**config.mk**
```make
export PLATFORM = sky130hd
export DESIGN_NAME = vram_arbiter
export DESIGN_NICKNAME = d
export VERILOG_FILES = /design/src/rtl/vram_arbiter.sv
export SDC_FILE = /design/constraint.sdc
export NUM_CORES = 1
export LEC_CHECK = 0
export CORE_MARGIN = 2
export CORE_UTILIZATION = 39
export DETAILED_ROUTE_END_ITERATION = 10
export GPL_TIMING_DRIVEN = 0
export PLACE_DENSITY = 0.91
export SLEW_MARGIN = 10
export SYNTH_ARGS = -nofsm -noshare
export SYNTH_HDL_FRONTEND = slang
export SYNTH_SLANG_ARGS = --single-unit
```
**constraint.sdc**
```tcl
create_clock -name clk -period 4.8 [get_ports clk]
set_input_delay 0.96 -clock clk [delete_from_list [all_inputs] [get_ports clk]]
set_output_delay 0.96 -clock clk [all_outputs]
set_load 0.005 [all_outputs]
```
**src/rtl/vram_arbiter.sv**
```systemverilog
// vram_arbiter: shares one single-port VRAM (1-cycle read latency) between the
// display scan-out fetch (priority) and a host read/write port. A saturating
// wait counter forces a host grant after HOST_MAX_WAIT consecutive denials.
module vram_arbiter #(
    parameter int unsigned ADDR_W        = 14,
    parameter int unsigned DATA_W        = 16,
    parameter int unsigned HOST_MAX_WAIT = 8
) (
    input  logic              clk,
    input  logic              rst_ni,

    // Display scan-out fetch port
    input  logic              disp_req_i,
    input  logic [ADDR_W-1:0] disp_addr_i,
    output logic              disp_ack_o,
    output logic              disp_valid_o,
    output logic [DATA_W-1:0] disp_data_o,

    // Host read/write port
    input  logic              host_req_i,
    input  logic              host_we_i,
    input  logic [ADDR_W-1:0] host_addr_i,
    input  logic [DATA_W-1:0] host_wdata_i,
    output logic              host_ack_o,
    output logic              host_rvalid_o,
    output logic [DATA_W-1:0] host_rdata_o,

    // VRAM macro port
    output logic              mem_ce_o,
    output logic              mem_we_o,
    output logic [ADDR_W-1:0] mem_addr_o,
    output logic [DATA_W-1:0] mem_wdata_o,
    input  logic [DATA_W-1:0] mem_rdata_i
);

    localparam logic [7:0] MaxWait = 8'(HOST_MAX_WAIT);

    // Grant decision
    logic host_grant;
    logic disp_grant;
    logic starve;

    // Starvation counter
    logic [7:0] wait_cnt_q;
    logic [7:0] wait_cnt_d;

    // Registered memory drive
    logic              mem_ce_q;
    logic              mem_ce_d;
    logic              mem_we_q;
    logic              mem_we_d;
    logic [ADDR_W-1:0] mem_addr_q;
    logic [ADDR_W-1:0] mem_addr_d;
    logic [DATA_W-1:0] mem_wdata_q;
    logic [DATA_W-1:0] mem_wdata_d;

    // Read-return tag pipeline: bit 1 = display read, bit 0 = host read
    logic [1:0] tag1_q;
    logic [1:0] tag1_d;
    logic [1:0] tag2_q;
    logic [1:0] tag2_d;

    assign starve = (wait_cnt_q == MaxWait);

    // Single grant per cycle: host wins when starved or display is idle
    always_comb begin
        host_grant = host_req_i && (starve || !disp_req_i);
        disp_grant = disp_req_i && !host_grant;
    end

    // Wait counter: counts consecutive denied host cycles, saturating at the limit
    always_comb begin
        wait_cnt_d = wait_cnt_q;
        if (!host_req_i || host_grant) begin
            wait_cnt_d = 8'd0;
        end else if (wait_cnt_q < MaxWait) begin
            wait_cnt_d = wait_cnt_q + 8'd1;
        end
    end

    // Wait counter register
    always_ff @(posedge clk or negedge rst_ni) begin
        if (!rst_ni) begin
            wait_cnt_q <= 8'd0;
        end else begin
            wait_cnt_q <= wait_cnt_d;
        end
    end

    // Next memory drive: winner's access; buses hold when there is no grant
    always_comb begin
        mem_ce_d    = host_grant || disp_grant;
        mem_we_d    = host_grant && host_we_i;
        mem_addr_d  = mem_addr_q;
        mem_wdata_d = mem_wdata_q;
        if (host_grant) begin
            mem_addr_d = host_addr_i;
            if (host_we_i) begin
                mem_wdata_d = host_wdata_i;
            end
        end else if (disp_grant) begin
            mem_addr_d = disp_addr_i;
        end
    end

    // Memory drive registers
    always_ff @(posedge clk or negedge rst_ni) begin
        if (!rst_ni) begin
            mem_ce_q    <= 1'b0;
            mem_we_q    <= 1'b0;
            mem_addr_q  <= '0;
            mem_wdata_q <= '0;
        end else begin
            mem_ce_q    <= mem_ce_d;
            mem_we_q    <= mem_we_d;
            mem_addr_q  <= mem_addr_d;
            mem_wdata_q <= mem_wdata_d;
        end
    end

    // Tag pipeline next state: stage 1 tracks the slot being presented to the
    // VRAM, stage 2 lines up with the returning read data
    always_comb begin
        tag1_d = {disp_grant, host_grant && !host_we_i};
        tag2_d = tag1_q;
    end

    // Tag pipeline registers; reset drops any access in flight
    always_ff @(posedge clk or negedge rst_ni) begin
        if (!rst_ni) begin
            tag1_q <= 2'b00;
            tag2_q <= 2'b00;
        end else begin
            tag1_q <= tag1_d;
            tag2_q <= tag2_d;
        end
    end

    // Output drive: acks are combinational, everything else registered or pass-through
    always_comb begin
        disp_ack_o    = disp_grant;
        host_ack_o    = host_grant;
        mem_ce_o      = mem_ce_q;
        mem_we_o      = mem_we_q;
        mem_addr_o    = mem_addr_q;
        mem_wdata_o   = mem_wdata_q;
        disp_valid_o  = tag2_q[1];
        host_rvalid_o = tag2_q[0];
        disp_data_o   = mem_rdata_i;
        host_rdata_o  = mem_rdata_i;
    end

endmodule

```
==> flow_metrics.py, run 1 <==
metrics = {
    "sta": {
        "post-route-min-period_ns": 4.04,
        "finalHoldViolCount": 0,
        "slew_headroom": 0.421,
        "worst_pin_slew_ns": 0.858,
        "rsz0062_at_grt": "no",
        "hold_slack_ns": 0.354,
        "fin_skew_ns": 0.00532,
        "slew_viol_final": 0,
        "period_share": 0.842,
        "tns_ns": 0,
        "setup_slack_ns": 0.761,
        "fmax_mhz": 248,
        "setup_violations": 0,
    },
    "status": {
        "outcome": "finished clean",
    },
    "synthesis": {
        "yosys_warnings": 0,
        "syn-cell-area_um2": 2030,
        "ys_seq_area_frac": 0.543,
        "async_flop_share": 1.00,
        "syn_area_per_cell_um2": 12.9,
        "ys_types": 26,
        "synth-edff-count": 0,
        "synth_seq_cells": 44,
        "syn_nets": 224,
        "synthFlopType": "dfrtp_1",
        "syn-instance-count": 157,
    },
    "clock_tree": {
        "h-tree-depth": 2,
        "cts_resized": 0,
        "clk_pin_slew_worst_paths_ns": 0.08,
        "cts_buffers": 5,
        "cts_tree": "yes",
        "cts.sinks": 44,
        "cts_root_buf": "clkbuf_8",
        "cts_setup_buffers": 0,
        "clock_latency_ns": 0.29,
        "hold_buffers": 0,
        "clock_path_buffers": 2,
    },
    "floorplan": {
        "design.portCount": 133,
        "die_x_um": 76.1,
        "fp.coreArea_um2": 5070,
        "rows": 26,
        "die_area_um2": 5790,
        "die_y_um": 76.1,
        "start_util": 0.399,
    },
    "routing": {
        "num_vias": 1652,
        "drt_wl_total_mm": 4.99,
        "drc": 0,
        "avgRoutedWirePerCell_um": 14.2,
        "drt_pass1_iterations": 4,
        "vias_per_cell": 4.69,
        "ant_nets": 0,
        "drt_iter0_drc": 101,
    },
    "placed_design": {
        "pre_cts_slack_ns": 0.751,
        "dpl.hpwl_mm": 3.96,
        "postPlaceCellArea_um2": 3290,
        "gp_congestion": 0.697,
        "dp_cells": 344,
        "numPortBuffers": 116,
    },
    "global_routing": {
        "grt_use_total": 0.179,
        "grt_pass1_wl_mm": 8.23,
        "overflow": 0,
        "grt_max_degree": 29,
        "antenna_found_initial": 0,
        "grt_pass1_vias": 1761,
    },
    "min_path": {
        "worstHoldPathType": "flop to flop",
    },
    "setup_path": {
        "worstReg2RegEnd": "wait_cnt_q[3]",
        "rrSetupSlack_ns": 2.63,
        "r2r-start": "wait_cnt_q[6]",
        "worstPathMaxFanout": 11,
        "path_class": "primary input to output port",
        "worstSetupStartpoint": "host_req_i",
        "crit_end": "disp_ack_o",
        "cp_data_arrival_time_ns": 3.08,
        "end_kind": "output port",
        "ff2ff_path_depth": 4,
        "crit_required_ns": 3.84,
        "start_kind": "primary input",
    },
    "power_and_ir_drop": {
        "peakVddDrop_uv": 171,
        "p_sw_frac": 0.231,
        "power_frac_seq": 0.467,
        "power.static_leakage_nw": 1.62,
        "p_int_w": 0.000712,
        "pwr_density_cell_nw_per_um2": 274,
        "p_comb_frac": 0.275,
        "p_clk_frac": 0.257,
        "netSwitchingPower_w": 0.000214,
    },
    "finish": {
        "drive_gt1_frac": 0.227,
        "fin_cells": 352,
        "most-common-layout-cells": "clkdlybuf4s50_1, dfrtp_1, buf_4, a22o_1, a21o_1",
        "stdcell_area_um2": 3380,
        "nNetsFinal": 348,
        "fill_cells": 391,
        "area_growth_pct": 67.0,
        "diodes": 0,
        "final_common_cell": "clkdlybuf4s50_1",
    },
    "job": {
        "max_cap_viol_count": 0,
    },
}
[routing by layer]
layer | part of all wire | up-vias | GRT usage
met5 | 0 | - | 0
met3 | 0.092 | 6 | 0.0628
met1 | 0.38 | 801 | 0.196
met4 | 0.012 | 0 | 0.0509
li1 | - | 760 | -
met2 | 0.52 | 85 | 0.327
[cells by family after synthesis]
| family | Yosys count | synth area share |
|---|---|---|
| compound gates | 33 | 0.136 |
| buf+inv | 42 | 0.143 |
| mux | 16 | 0.106 |
| flops | 44 | 0.543 |
| simple gates | 18 | 0.0512 |
| fa+ha+maj | 2 | 0.0123 |
| xor+xnor | 2 | 0.00864 |
[stage by stage]
stage / total power (W) / utilization
floorplan: 0.000525 / -
global placement: 0.000687 / 0.645
detailed placement: 0.000698 / 0.648
CTS: 0.000938 / 0.667
global route: 0.000976 / 0.667
finish: 0.000926 / 0.667
[synth_stat cells, types with 3 or more instances]
cell | count | area [um^2]
a21o_1 | 14 | 105
a22o_1 | 14 | 123
and3_1 | 4 | 25.0
buf_2 | 3 | 15.0
buf_4 | 32 | 240
dfrtp_1 | 44 | 1100
inv_1 | 5 | 18.8
mux2_2 | 7 | 78.8
mux2_4 | 9 | 135
nor2_1 | 5 | 18.8
[power groups by stage]
stage          logic [W]  registers, W  clock network [W]
2_1_floorplan  0.0000836      0.000441                  0
3_3_place_gp    0.000249      0.000438                  0
3_5_place_dp    0.000258      0.000439                  0
4_1_cts         0.000259      0.000433           0.000246
5_1_grt         0.000273      0.000438           0.000264
6_report        0.000255      0.000432           0.000238
[critical path, cell delays in order]
cell and delay [ns]:
clkdlybuf4s50_1 0.53, nand4b_1 0.20, o22ai_4 0.14, nor2b_1 0.36
buf_2 0.33, clkdlybuf4s50_1 0.55
[flip-flops by register name, summed over array words and instances, names as in the netlist]
register,flops
mem_addr_o,14
mem_ce_o,1
mem_wdata_o,16
mem_we_o,1
tag1_q,2
tag2_q,2
wait_cnt_q,8
[cell type report]
class | count | area [um^2] | share of cell area
well taps | 70 | 87.6 | 0.0259
inverters | 5 | 18.8 | 0.00555
flip-flops and latches | 44 | 1100 | 0.325
clock buffers | 7 | 86.3 | 0.0255
plain buffers | 37 | 270 | 0.0799
repair buffers | 117 | 1180 | 0.348
clock inverters | 1 | 7.51 | 0.00222
multi-input cells | 71 | 637 | 0.188
[worst min path at each step]
| stage | startpoint | endpoint | slack, ns | depth (start not counted) |
|---|---|---|---|---|
| 3_5_place_dp | tag1_q[1] | tag2_q[1] | 0.34 | 0 |
| 4_1_cts | tag1_q[1] | tag2_q[1] | 0.36 | 0 |
| 6_report | tag1_q[1] | tag2_q[1] | 0.35 | 0 |
| 2_1_floorplan | tag1_q[0] | tag2_q[0] | 0.33 | 0 |
| 5_1_grt | tag1_q[1] | tag2_q[1] | 0.36 | 0 |
| 3_3_place_gp | tag1_q[1] | tag2_q[1] | 0.33 | 0 |
No activity file was read; power rests on OpenSTA's default activity.
==> run 2, diff against run 1 <==
--- a/config.mk
+++ b/config.mk
@@ -6,10 +6,10 @@
 export NUM_CORES = 1
 export LEC_CHECK = 0
 export CORE_MARGIN = 2
-export CORE_UTILIZATION = 39
+export CORE_UTILIZATION = 32
 export DETAILED_ROUTE_END_ITERATION = 10
 export GPL_TIMING_DRIVEN = 0
-export PLACE_DENSITY = 0.91
+export PLACE_DENSITY = 0.81
 export SLEW_MARGIN = 10
 export SYNTH_ARGS = -nofsm -noshare
 export SYNTH_HDL_FRONTEND = slang
==> constraint.sdc (replaced) <==
create_clock -name clk -period 3.5 [get_ports clk]
set_input_delay 0.7 -clock clk [delete_from_list [all_inputs] [get_ports clk]]
set_output_delay 0.7 -clock clk [all_outputs]
set_load 0.005 [all_outputs]
==> run 2 against run 1 <==
  * Final cell count increased by 1.4%
  * Die area increased by 21%
  * Clock-buffer cell count is 2 lower
  * Non-clock buffer count did not move
==> flow_metrics.py, run 2 (synthesized netlist as in run 1, its figures left out) <==
metrics = {
    "status": {
        "outcome": "finished clean",
    },
    "finish": {
        "most-common-layout-cells": "clkdlybuf4s50_1, dfrtp_1, buf_4, a22o_1, a21o_1",
        "fin_cells": 357,
        "final_common_cell": "clkdlybuf4s50_1",
        "largest_reg_flops": 16,
        "stdcell_area_um2": 3410,
        "area_growth_pct": 68.4,
        "diodes": 0,
        "nNetsFinal": 348,
        "drive_gt1_frac": 0.234,
    },
    "clock_tree": {
        "cts_setup_buffers": 0,
        "cts_tree": "yes",
        "clock_latency_ns": 0.30,
        "h-tree-depth": 2,
        "cts_root_buf": "clkbuf_8",
        "clk_pin_slew_worst_paths_ns": 0.09,
        "cts_buffers": 5,
        "hold_buffers": 0,
        "clock_path_buffers": 2,
        "cts.sinks": 44,
    },
    "sta": {
        "fin_skew_ns": 0.00760,
        "slew_viol_final": 0,
        "worst_pin_slew_ns": 0.677,
        "post-route-min-period_ns": 3.31,
        "slew_headroom": 0.543,
        "setup_violations": 0,
        "finalHoldViolCount": 0,
        "period_share": 0.947,
        "rsz0062_at_grt": "no",
        "fmax_mhz": 302,
        "hold_slack_ns": 0.309,
    },
    "global_routing": {
        "overflow": 0,
        "grt_pass1_vias": 1755,
        "antenna_found_initial": 0,
        "grt_max_degree": 31,
        "grt_use_total": 0.138,
        "grt_pass1_wl_mm": 7.98,
    },
    "power_and_ir_drop": {
        "netSwitchingPower_w": 0.000301,
        "power.static_leakage_nw": 1.63,
        "pwr_density_cell_nw_per_um2": 389,
        "p_comb_frac": 0.263,
        "p_sw_frac": 0.227,
        "p_clk_frac": 0.291,
        "peakVddDrop_uv": 271,
        "p_int_w": 0.00103,
        "power_frac_seq": 0.446,
    },
    "floorplan": {
        "rows": 28,
        "die_x_um": 83.6,
        "start_util": 0.336,
        "die_y_um": 83.6,
        "die_area_um2": 6990,
        "design.portCount": 133,
        "fp.coreArea_um2": 6030,
    },
    "routing": {
        "avgRoutedWirePerCell_um": 13.7,
        "drt_pass1_iterations": 3,
        "drt_wl_total_mm": 4.90,
        "drt_iter0_drc": 73,
        "num_vias": 1624,
        "ant_nets": 0,
        "vias_per_cell": 4.55,
        "drc": 0,
    },
    "placed_design": {
        "dpl.hpwl_mm": 3.81,
        "dp_cells": 349,
        "numPortBuffers": 116,
        "gp_congestion": 0.742,
        "postPlaceCellArea_um2": 3300,
    },
    "setup_path": {
        "path_class": "primary input to output port",
        "worstSetupStartpoint": "host_req_i",
        "end_kind": "output port",
        "worstPathMaxFanout": 11,
        "crit_required_ns": 2.80,
        "start_kind": "primary input",
        "cp_data_arrival_time_ns": 2.61,
        "r2r-start": "wait_cnt_q[6]",
    },
    "min_path": {
        "worstHoldPathType": "primary input to asynchronous set/reset pin",
    },
    "job": {
        "max_cap_viol_count": 0,
    },
}
[run 2: worst max-delay path: stages]
cell and delay (ns):
clkdlybuf4s50_1 0.51, nand4b_1 0.19, o22ai_4 0.14, nor2b_2 0.25, clkbuf_4 0.28, clkdlybuf4s50_1 0.53
[run 2: final timing paths]
kind	endpoint	slack [ns]	depth (start not counted)
max	disp_ack_o	0.19	6
min	wait_cnt_q[2]	0.31	1
max reg2reg	mem_wdata_o[10]	1.35	6
min reg2reg	tag2_q[0]	0.36	0
max in group asynchronous	mem_wdata_o[12]	2.71	2
min in group clk	tag2_q[0]	0.36	0
[run 2: what timing repair did]
item,4_1_cts,5_1_grt
endpoints found under the setup margin,1,1
pin swaps,0,0
gates resized for setup,1,1
[run 2: metal layers]
metal	wire (um)	GRT usage	part of all wire	vias to the layer above
li1	-	-	-	757
met3	375	0.0514	0.077	2
met4	19	0.0308	0.0039	0
met1	1960	0.162	0.40	791
met5	0	0	0	-
met2	2540	0.241	0.52	74
[run 2: power by group through the flow]
stage,combinational [W],clock [W],sequential (W)
6_report,0.000350,0.000387,0.000593
5_1_grt,0.000375,0.000427,0.000600
3_5_place_dp,0.000354,0,0.000602
3_3_place_gp,0.000345,0,0.000600
4_1_cts,0.000356,0.000400,0.000593
2_1_floorplan,0.000115,0,0.000605
[run 2: through the flow]
| step | total power (W) | utilization | setup slack [ns] | setup TNS (ns) |
|---|---|---|---|---|
| 2_1_floorplan | 0.000720 | - | 1.23 | 0 |
| 3_3_place_gp | 0.000945 | 0.545 | -0.0145 | -0.0145 |
| 3_5_place_dp | 0.000956 | 0.547 | -0.00859 | -0.00859 |
| 4_1_cts | 0.00135 | 0.566 | 0.111 | 0 |
| 5_1_grt | 0.00140 | 0.566 | 0.0415 | 0 |
| 6_report | 0.00133 | 0.566 | 0.186 | 0 |
[run 2: cell type report]
class / count / area [um^2]
clock inverter: 3 / 42.5
fill: 522 / 2610
buffer: 37 / 273
timing repair buffer: 117 / 1180
multi-input combinational: 71 / 639
inverter: 5 / 18.8
sequential: 44 / 1100
clock buffer: 5 / 68.8
tap: 75 / 93.8
==> RTL edit 1, RTL diff (settings of run 2) <==
Change the parameter `HOST_MAX_WAIT` from 8 to 6.
--- a/src/rtl/vram_arbiter.sv
+++ b/src/rtl/vram_arbiter.sv
@@ -4,7 +4,7 @@
 module vram_arbiter #(
     parameter int unsigned ADDR_W        = 14,
     parameter int unsigned DATA_W        = 16,
-    parameter int unsigned HOST_MAX_WAIT = 8
+    parameter int unsigned HOST_MAX_WAIT = 6
 ) (
     input  logic              clk,
     input  logic              rst_ni,
Function: changed (Yosys sat finds a counterexample within 10 cycles, from zero or initial values and one cycle with rst_ni low).
==> RTL edit 1 against run 2 <==
  * Critical path type unchanged
  * Sequential cell count did not move
  * Total power fell by 3.6%
  * Worst setup slack worse by 0.084 ns
  * Sequential share of layout area is 4.3 points lower
  * Cell area grew 15%
  * Combinational power grew 6.0%
  * Largest power group unchanged
  * Register-to-register slack improved by 0.11 ns
  * Fmax decreased by 2.5%
  * Via count is 62% higher
  * Global-route usage grew 4.0 points
  * Synthesized area increased by 25%
  * Hold slack better by 0.0090 ns
  * Wire length grew 63%
==> RTL edit 1: results (changes against run 2) <==
status=finished, final reports clean; Post-Syn Nets=326 (+46%); Worst-path clk slew=0.09 ns (about the same); antenna cell count=0 (unchanged); Fillers=717 (+37%); Synth cell types=32 (+23%); dominant synthesized flop cell=dfrtp_1; GP Congestion=0.829 (+12%); first-pass GRT wire length=12.6 mm (+58%); number of port buffers=115 (-0.86%); Worst Path Arrival=2.70 ns (+0.09 ns); Slew headroom=64.2% (+9.9 points); DR iter-0 viols=167 (+130%); 1st-pass router iterations=4 (+1); Lkg Pwr=1.62 nW (-0.25%); wire per inst=16.4 µm (+20%); H-tree depth=2 (unchanged); Post-CTS Setup Bufs=0 (unchanged); maximum vdd drop=0.000155 V (-43%); Vias=2633 (+62%); DP Wirelength=5.80 mm (+52%); Yosys Warn Count=0 (unchanged); register area share after synthesis=43.4% (-11 points); CP max FO=11 (unchanged); total track usage=17.8% (+4.0 points); worst r2r src=wait_cnt_q[3]; Post-synth top cells=44 x dfrtp_1, 32 x buf_4, 19 x a31oi_1; CTS root buffer=clkbuf_8; clock skew=0.00946 ns (+0.00185 ns); HP Class=input port to async pin; critical path startpoint=disp_req_i; ys async rst share=100% (unchanged); fin nets=449 (+29%); max reg flops=16 (unchanged); share of post-route cells with drive strength above 1=12.8% (-11 points); Num CTS Buffers=5 (unchanged); Area contributors post-synth=dfrtp_1 43%, buf_4 9.5%, a221o_1 5.5%, mux2i_1 5.5%, a21boi_0 5.0%
[RTL edit 1: cells by family (layout without fill, tap and decap cells)]
family | after synthesis | in the layout | synth area share (%)
simple gates | 64 | 64 | 13.6
fa+ha+maj | 2 | 2 | 0.987
compound gates | 75 | 75 | 22.3
flops | 44 | 44 | 43.4
mux | 14 | 14 | 5.53
buf+inv | 60 | 184 | 14.2
[RTL edit 1: metal layers]
metal	routed length [µm]	part of all wire (%)	GRT usage [%]
met1	3360	42	23.2
met2	3920	49	30.0
met3	544	6.8	3.95
met4	138	1.7	4.90
met5	0	0	0
[RTL edit 1: through the flow]
stage / power (mW) / instances / hold slack (ns) / worst slack (ns) / cell area [µm²]
finish: 1.28 / 485 / 0.318 / 0.102 / 3940
global route: 1.35 / 485 / 0.327 / 0.0102 / 3940
CTS: 1.28 / 485 / 0.320 / 0.0319 / 3920
detailed placement: 0.966 / 477 / 0.338 / -0.123 / 3830
global placement: 0.954 / 476 / 0.333 / -0.0937 / 3810
floorplan: 0.733 / 259 / 0.331 / 1.25 / 2540
[RTL edit 1: worst paths after layout]
path	endpoint	slack (ns)	cells after the start
worst max register to register	tag1_q[0]	1.46	4
worst max-delay path	disp_ack_o	0.10	5
max in group asynchronous	wait_cnt_q[4]	2.68	2
worst min-delay path	mem_wdata_o[2]	0.32	1
min in group clk	tag2_q[1]	0.36	0
worst min register to register	tag2_q[1]	0.36	0
[RTL edit 1: power breakdown]
part	leakage (nW)	total, mW	internal, mW	switching (mW)
combinational	1.06	0.371	0.237	0.135
clock	0.0424	0.324	0.143	0.181
sequential	0.519	0.586	0.553	0.0336
total	1.62	1.28	0.932	0.349
[RTL edit 1: area by class of cell]
cell class              count  area share, %
plain buffers              55           8.65
well taps                 102           3.24
repair buffers            116           29.6
flip-flops and latches     44           28.0
multi-input cells         155           27.9
clock inverters             1          0.223
clock buffers               7           1.94
inverters                   5          0.477
[RTL edit 1: what timing repair did]
| action | in CTS | in global routing |
|---|---|---|
| hold buffers | 0 | 0 |
| setup endpoints to repair | 1 | 2 |
| resized for setup | 1 | 2 |
[RTL edit 1: worst max-delay path: stages]
cell and delay, ns:
clkdlybuf4s50_1 0.51, clkinv_1 0.29, a31oi_4 0.35, buf_2 0.29, clkdlybuf4s50_1 0.54
==> RTL edit 2, RTL diff (flow settings as in run 2) <==
Without the edit above. `mem_addr_q` and `mem_wdata_q` no longer have a reset.
--- a/src/rtl/vram_arbiter.sv
+++ b/src/rtl/vram_arbiter.sv
@@ -108,14 +108,15 @@
         if (!rst_ni) begin
             mem_ce_q    <= 1'b0;
             mem_we_q    <= 1'b0;
-            mem_addr_q  <= '0;
-            mem_wdata_q <= '0;
         end else begin
             mem_ce_q    <= mem_ce_d;
             mem_we_q    <= mem_we_d;
-            mem_addr_q  <= mem_addr_d;
-            mem_wdata_q <= mem_wdata_d;
         end
+    end
+
+    always_ff @(posedge clk) begin
+        mem_addr_q  <= mem_addr_d;
+        mem_wdata_q <= mem_wdata_d;
     end
 
     // Tag pipeline next state: stage 1 tracks the slot being presented to the
Check against the original RTL: not equivalent (a bounded check fails within 4 cycles, from zero or initial values and one cycle with rst_ni low).
==> RTL edit 2 against run 2 <==
  * Critical path depth is 1 higher
  * Synthesized cell count is 19% lower
  * Fmax is 5.4% higher
  * Clock skew is 0.0030 ns lower
  * Total power is 10% lower
  * Cell area is 3.0% lower
  * Worst setup slack better by 0.17 ns
  * Wire length is 16% lower
  * Sequential cell count stayed put
  * First-iteration DRC count is 62% lower
  * Synthesized area is 4.1% lower
==> RTL edit 2: results (changes against run 2) <==
status=finished, final reports clean; CP max stage cell=or4_4; met3 Resource Use GR=3.85% (-1.3 points); largest net degree at the start of global routing=18 (-42%); Via density=4.23 (-7.0%); clock skew=0.00463 ns (-0.00297 ns); DR iter-0 viols=28 (-62%); CP max FO=10 (-1); Area contributors post-synth=edfxtp_1 46%, dfrtp_1 18%, buf_4 12%, mux2_4 5.4%, mux2_2 4.1%; WL met3=388 µm (+3.5%); wire length on met1=1.57 mm (-20%); GP Congestion=0.747 (+0.76%); Worst Tran Pin Value=0.716 ns (+0.0392 ns); maximum vdd drop=0.000169 V (-38%); 1st-pass router iterations=4 (+1); number of synthesized flops with an enable pin=30 (+30); first-pass GRT wire length=6.24 mm (-22%); DP Area=3200 µm² (-3.0%); final WL=4.12 mm (-16%); share of post-route cells with drive strength above 1=24.7% (+1.3 points); PostCTS Resize Cnt=0 (-1); post-synthesis compound-gate area fraction=1.80% (-12 points); Lkg Pwr=1.35 nW (-17%); power per cell area=360 nW/µm² (-7.6%); HP Class=register to register; GR Layer Usage met2=21.8% (-2.4 points); Post-synth top cells=32 x buf_4, 30 x edfxtp_1, 14 x dfrtp_1; R2R depth=7 (+1); fin nets=317 (-8.9%); register area share after synthesis=64.4% (+10 points); ys async rst share=31.8% (-68 points); DP Wirelength=3.29 mm (-14%)
==> RTL edit 2: cell type report <==
class	count	area (µm²)
Buffer	36	288
Inverter	3	11.3
Clock buffer	5	68.8
Tap cell	75	93.8
Fill cell	504	2570
Multi-Input combinational cell	44	394
Clock inverter	3	42.5
Sequential cell	44	1250
Timing Repair Buffer	116	1160
==> RTL edit 2: worst paths after layout <==
| check | start | endpoint | slack [ns] |
|---|---|---|---|
| setup / recovery | wait_cnt_q[6] | host_ack_o | 0.36 |
| hold / removal | tag1_q[1] | tag2_q[1] | 0.36 |
| setup reg to reg | wait_cnt_q[6] | mem_wdata_o[7] | 0.90 |
| hold reg to reg | tag1_q[1] | tag2_q[1] | 0.36 |
| max in group asynchronous | rst_ni | wait_cnt_q[1] | 2.29 |
| min in group asynchronous | rst_ni | wait_cnt_q[3] | 0.80 |
